[src/rtl/tag_pkg.sv]
// tag_pkg: mode encodings and the buffered-entry layout shared by target_addr_gen.
`default_nettype none

package tag_pkg;

  localparam logic [1:0] MODE_JUMP   = 2'b00;
  localparam logic [1:0] MODE_BRANCH = 2'b01;
  localparam logic [1:0] MODE_REG    = 2'b10;
  localparam logic [1:0] MODE_SEQ    = 2'b11;

  // Widest address any instance may use; narrower instances zero-fill the top.
  localparam int TAG_MAX_ADDR_W = 64;

  typedef struct packed {
    logic [TAG_MAX_ADDR_W-1:0] target;
    logic                      misaligned;
  } tag_entry_t;

endpackage

`default_nettype wire

[src/rtl/tag_skid_buf.sv]
// tag_skid_buf: 2-entry valid/ready skid buffer (output register + skid register).
// Revision: 1.0
`default_nettype none

module tag_skid_buf #(
  parameter int WIDTH = 33
) (
  input  logic             clk,
  input  logic             rst_n,
  input  logic             flush_i,
  input  logic             in_valid_i,
  output logic             in_ready_o,
  input  logic [WIDTH-1:0] in_data_i,
  output logic             out_valid_o,
  input  logic             out_ready_i,
  output logic [WIDTH-1:0] out_data_o
);

  logic [WIDTH-1:0] out_q, out_d;
  logic [WIDTH-1:0] skid_q, skid_d;
  logic             out_valid_q, out_valid_d;
  logic             skid_valid_q, skid_valid_d;
  logic             w_accept;

  assign w_accept = in_valid_i && in_ready_o;

  always_comb begin
    out_d        = out_q;
    out_valid_d  = out_valid_q;
    skid_d       = skid_q;
    skid_valid_d = skid_valid_q;
    if (flush_i) begin
      out_valid_d  = 1'b0;
      skid_valid_d = 1'b0;
    end else if (!out_valid_q || out_ready_i) begin
      // Output slot frees up: older skid entry goes first; skid full implies no accept.
      if (skid_valid_q) begin
        out_d        = skid_q;
        out_valid_d  = 1'b1;
        skid_valid_d = 1'b0;
      end else begin
        out_valid_d = w_accept;
        if (w_accept) begin
          out_d = in_data_i;
        end
      end
    end else if (w_accept) begin
      skid_d       = in_data_i;
      skid_valid_d = 1'b1;
    end
  end

  always_ff @(posedge clk or negedge rst_n) begin
    if (!rst_n) begin
      out_q        <= '0;
      skid_q       <= '0;
      out_valid_q  <= 1'b0;
      skid_valid_q <= 1'b0;
    end else begin
      out_q        <= out_d;
      skid_q       <= skid_d;
      out_valid_q  <= out_valid_d;
      skid_valid_q <= skid_valid_d;
    end
  end

  assign in_ready_o  = !skid_valid_q;
  assign out_valid_o = out_valid_q;
  assign out_data_o  = out_q;

endmodule

`default_nettype wire

[src/rtl/target_addr_gen.sv]
// target_addr_gen: pipelined next-PC target generator (jump/branch/register/sequential).
// Optional macro TAG_BRANCH_EN enables the branch-offset adder; otherwise mode 01 acts as sequential.
`default_nettype none

module target_addr_gen
  import tag_pkg::*;
#(
  parameter int ADDR_W = 32,
  parameter int IDX_W  = 26,
  parameter int OFF_W  = 16,
  parameter int SHIFT  = 2
) (
  input  logic              clk,
  input  logic              rst_n,
  input  logic              flush,
  input  logic              in_valid,
  output logic              in_ready,
  input  logic [1:0]        mode,
  input  logic [ADDR_W-1:0] pc,
  input  logic [IDX_W-1:0]  idx,
  input  logic [OFF_W-1:0]  off,
  input  logic [ADDR_W-1:0] rs_val,
  output logic              out_valid,
  input  logic              out_ready,
  output logic [ADDR_W-1:0] target,
  output logic              misaligned
);

  localparam logic [ADDR_W-1:0] PC_STEP = {{(ADDR_W-1){1'b0}}, 1'b1} << SHIFT;

  logic [ADDR_W-1:0] w_pc4;
  logic [ADDR_W-1:0] w_jump;
  logic [ADDR_W-1:0] w_branch;
  logic              w_rs_mis;
  tag_entry_t        w_entry;
  logic [ADDR_W:0]   w_in_data;
  logic [ADDR_W:0]   w_out_data;

  assign w_pc4 = pc + PC_STEP;

  generate
    if (ADDR_W > IDX_W + SHIFT) begin : g_jump_hi
      assign w_jump = {w_pc4[ADDR_W-1:IDX_W+SHIFT], {(IDX_W+SHIFT){1'b0}}}
                    | (ADDR_W'(idx) << SHIFT);
    end else begin : g_jump_nohi
      assign w_jump = ADDR_W'(idx) << SHIFT;
    end

    if (SHIFT > 0) begin : g_mis
      assign w_rs_mis = |rs_val[SHIFT-1:0];
    end else begin : g_nomis
      assign w_rs_mis = 1'b0;
    end
  endgenerate

`ifdef TAG_BRANCH_EN
  assign w_branch = w_pc4 + (ADDR_W'($signed(off)) << SHIFT);
`else
  logic w_unused_off;
  assign w_unused_off = ^off;
  assign w_branch     = w_pc4;
`endif

  always_comb begin
    w_entry = '0;
    case (mode)
      MODE_JUMP:   w_entry.target = TAG_MAX_ADDR_W'(w_jump);
      MODE_BRANCH: w_entry.target = TAG_MAX_ADDR_W'(w_branch);
      MODE_REG: begin
        w_entry.target     = TAG_MAX_ADDR_W'(rs_val);
        w_entry.misaligned = w_rs_mis;
      end
      default:     w_entry.target = TAG_MAX_ADDR_W'(w_pc4);
    endcase
  end

  // Only ADDR_W target bits are stored; the zero padding above them is dropped here.
  assign w_in_data = {w_entry.misaligned, w_entry.target[ADDR_W-1:0]};

  generate
    if (ADDR_W < TAG_MAX_ADDR_W) begin : g_pad
      logic w_unused_pad;
      assign w_unused_pad = |w_entry.target[TAG_MAX_ADDR_W-1:ADDR_W];
    end
  endgenerate

  tag_skid_buf #(
    .WIDTH (ADDR_W + 1)
  ) u_skid (
    .clk         (clk),
    .rst_n       (rst_n),
    .flush_i     (flush),
    .in_valid_i  (in_valid),
    .in_ready_o  (in_ready),
    .in_data_i   (w_in_data),
    .out_valid_o (out_valid),
    .out_ready_i (out_ready),
    .out_data_o  (w_out_data)
  );

  assign target     = w_out_data[ADDR_W-1:0];
  assign misaligned = w_out_data[ADDR_W];

endmodule

`default_nettype wire

[config.mk]
export PLATFORM = sky130hd
export DESIGN_NAME = target_addr_gen
export DESIGN_NICKNAME = d
export VERILOG_FILES = /design/src/rtl/tag_pkg.sv /design/src/rtl/tag_skid_buf.sv /design/src/rtl/target_addr_gen.sv
export SDC_FILE = /design/constraint.sdc
export NUM_CORES = 1
export LEC_CHECK = 0
export CAP_MARGIN = 0
export CORE_ASPECT_RATIO = 1.75
export CORE_MARGIN = 5
export CORE_UTILIZATION = 46
export CTS_CLUSTER_DIAMETER = 200
export DETAILED_ROUTE_END_ITERATION = 10
export HOLD_SLACK_MARGIN = 0.03
export PLACE_DENSITY_LB_ADDON = 0.2
export SLEW_MARGIN = 25
export SYNTH_ARGS = -nofsm -noshare
export SYNTH_HDL_FRONTEND = slang
export SYNTH_SLANG_ARGS = --single-unit
export TNS_END_PERCENT = 10
[constraint.sdc]
create_clock -name clk -period 2.2 [get_ports clk]
set_input_delay 0.44 -clock clk [delete_from_list [all_inputs] [get_ports clk]]
set_output_delay 0.44 -clock clk [all_outputs]
set_load 0.1 [all_outputs]
==> impl_metrics.json <==
{
  "wl_per_cell_um": 18.52,
  "yosys_warnings": 0,
  "drive_gt1_frac": 0.2444,
  "vias_per_cell": 5.650,
  "worstMarginPinSlew_ps": 560.5,
  "met2_wirelength_um": 8230,
  "io_buffer_count": 131,
  "setup.worst_path.start_class": "input port",
  "hold_class": "input port to async pin",
  "num_io_pins": 148,
  "layout-area-overhead-vs-synth_pct": 52.09,
  "drt-met1-wl_um": 4932,
  "dr.pass1.iters": 4,
  "postCtsHoldBufs": 0,
  "gp_congestion": 0.9678,
  "fin_crit_sh": 0.9680,
  "clk_latency_ps": 330,
  "rows": 46,
  "grt_max_degree": 36,
  "cp.arrival_ps": 2340,
  "cts_setup_buffers": 0,
  "max_freq_mhz": 469.6,
  "clkSinkCount": 68,
  "netlist_area_um2": 4223,
  "drtAntennaViolNets": 0,
  "synth_top_area_frac": 0.4030,
  "synth_seq_cells": 68,
  "synth_edf_count": 0,
  "grt_remaining_overflow": 0,
  "final_common_cell": "buf_4",
  "grt_pass1_vias": 4491,
  "cts_tree": "done",
  "skew_ps": 8.820,
  "drv_cap": 0,
  "final_nets": 784,
  "stdcell_count": 795,
  "slew-limit-headroom": 0.6263,
  "diodes": 0,
  "fin_crit_ps": 2130,
  "htreeDepth": 3,
  "synthArstFlopShare": 1.000,
  "syn_area_per_cell_um2": 8.743,
  "regArea_um2": 1702,
  "wl_um": 14730,
  "yosysSeqAreaShare": 0.4030,
  "p_per_area_nw_per_um2": 791.0,
  "ir_drop_mv": 0.8310,
  "crit_path_end_kind": "flop",
  "cp.required_ps": 2410,
  "ys_types": 54,
  "layout_common_cells": "buf_4 (113), clkdlybuf4s50_1 (93), dfrtp_1 (68)",
  "placedCellCount": 779,
  "clk_pin_slew_ps": 60,
  "final_util": 0.7107,
  "yosys.area.top_type": "dfrtp_1",
  "synth_nets": 597,
  "finalSetupViolCount": 0,
  "dr_wl_met3_um": 839,
  "grt_pass1_wl_um": 22600,
  "drt_iter0_markers": 285,
  "top_layer_used": "met4",
  "fillers": 729,
  "dieArea_um2": 11270,
  "core_um2": 9036,
  "fin_setup_tns_ps": 0,
  "multi_input_area_um2": 2366,
  "synth.area.top_cells": "dfrtp_1 (40%), mux2i_1 (5.7%), o21ai_0 (5.7%)",
  "syn_inst": 483,
  "hpwl_um": 11520,
  "crit_type": "input port to flop",
  "chipHeight_um": 136.7,
  "rsz0062_at_grt": "no",
  "synth_flop_cell": "dfrtp_1",
  "clk_path_buf_depth": 2,
  "start_util": 0.4673,
  "p_leak_nw": 2.856,
  "root_buffer": "clkbuf_16",
  "hold_viol": 0,
  "grt.total_usage": 0.2689,
  "critPathMaxFanout": 4,
  "r2r_slack_ps": 470,
  "dieWidth_um": 82.43,
  "vias": 4492,
  "cts_buffers": 9,
  "status": "finished clean",
  "antenna_found_initial": 0,
  "drv_slew": 0,
  "drc": 0
}
-- timing repair --
action | in CTS | in global routing
gates resized for setup | 4 | 7
pin swaps | 0 | 2
setup endpoints to repair | 5 | 7
-- power breakdown --
part	switching, W	leakage, nW	internal (W)
combinational	0.00127	1.86	0.000596
clock	0.000550	0.156	0.000997
sequential	0.000155	0.840	0.00151
total	0.00197	2.86	0.00311
-- routing by layer --
layer	track usage	vias up
li1	-	2151
met1	0.2833	2137
met2	0.4978	165
met3	0.03557	39
met4	0.1405	0
met5	0	-
-- cell type report --
type,instances,share of cell area
tap,120,0.02338
inverter,7,0.004091
timing repair buffer,212,0.2887
multi-input combinational,372,0.3684
sequential,68,0.2650
clock buffer,9,0.03507
clock inverter,7,0.01539
-- state kept, by name (all words and copies together), names as in the netlist --
name                 flops
u_skid.skid_q           33
u_skid.out_valid_o       1
u_skid.skid_valid_q      1
u_skid.out_data_o       33
-- through the flow --
stage                     power [W]  hold slack (ps)  setup slack [ps]  instance area (um^2)
after global routing       0.005298            118.4            0.4832                  6422
after global placement     0.003492            451.1            -577.2                  6062
final                      0.005080            91.40             70.44                  6422
after CTS                  0.005105            95.43             18.36                  6400
after detailed placement   0.003541            452.4            -577.9                  6062
after floorplan            0.002879            144.4             60.20                  4224
-- cells by family (layout without fill, tap and decap cells) --
logic type	count (synthesis)	after routing	share of synthesized area
flip-flops	68	68	0.4030
AND/OR/NAND/NOR	181	181	0.2249
adder cells (fa/ha/maj)	1	1	0.002962
buffers and inverters	43	235	0.04652
AO/OA/AOI/OAI	136	136	0.1953
XOR/XNOR	16	16	0.03319
multiplexers	38	38	0.09422
-- worst max-delay path, cell delays in order --
cell and delay, ps:
clkdlybuf4s50_1 510, ha_1 210, and4_4 270, nand3_1 120
nor4_2 250, nor4_1 90, buf_4 150, a221o_1 290
-- synth_stat cells (4+ instances only) --
master	n
nand3_1	16
o21ai_1	4
and4_1	7
nand4_1	8
nand2b_1	4
nor3_1	16
buf_2	10
mux2i_1	24
buf_4	4
nand2_1	58
nor2b_1	13
nor2_1	20
a31oi_1	9
o21ai_0	48
xnor2_1	9
a21oi_1	33
xor2_1	7
a211oi_1	13
or3_1	5
mux2_2	14
and3_1	16
and2_1	4
inv_1	5
dfrtp_1	68
clkbuf_1	18
o221ai_1	4
nor4_1	6
-- worst paths after layout --
| check | startpoint | end | cells past startpoint |
|---|---|---|---|
| max in group asynchronous | rst_n | u_skid.out_data_o[27] | 2 |
| setup / recovery | pc[2] | u_skid.out_data_o[26] | 8 |
| setup reg to reg | u_skid.out_valid_o | u_skid.out_data_o[21] | 4 |
| hold / removal | rst_n | u_skid.out_data_o[32] | 1 |
| hold reg to reg | u_skid.out_data_o[6] | u_skid.out_data_o[6] | 2 |
| min in group clk | u_skid.out_data_o[6] | u_skid.out_data_o[6] | 2 |
No activity file was read; power rests on OpenSTA's default activity.
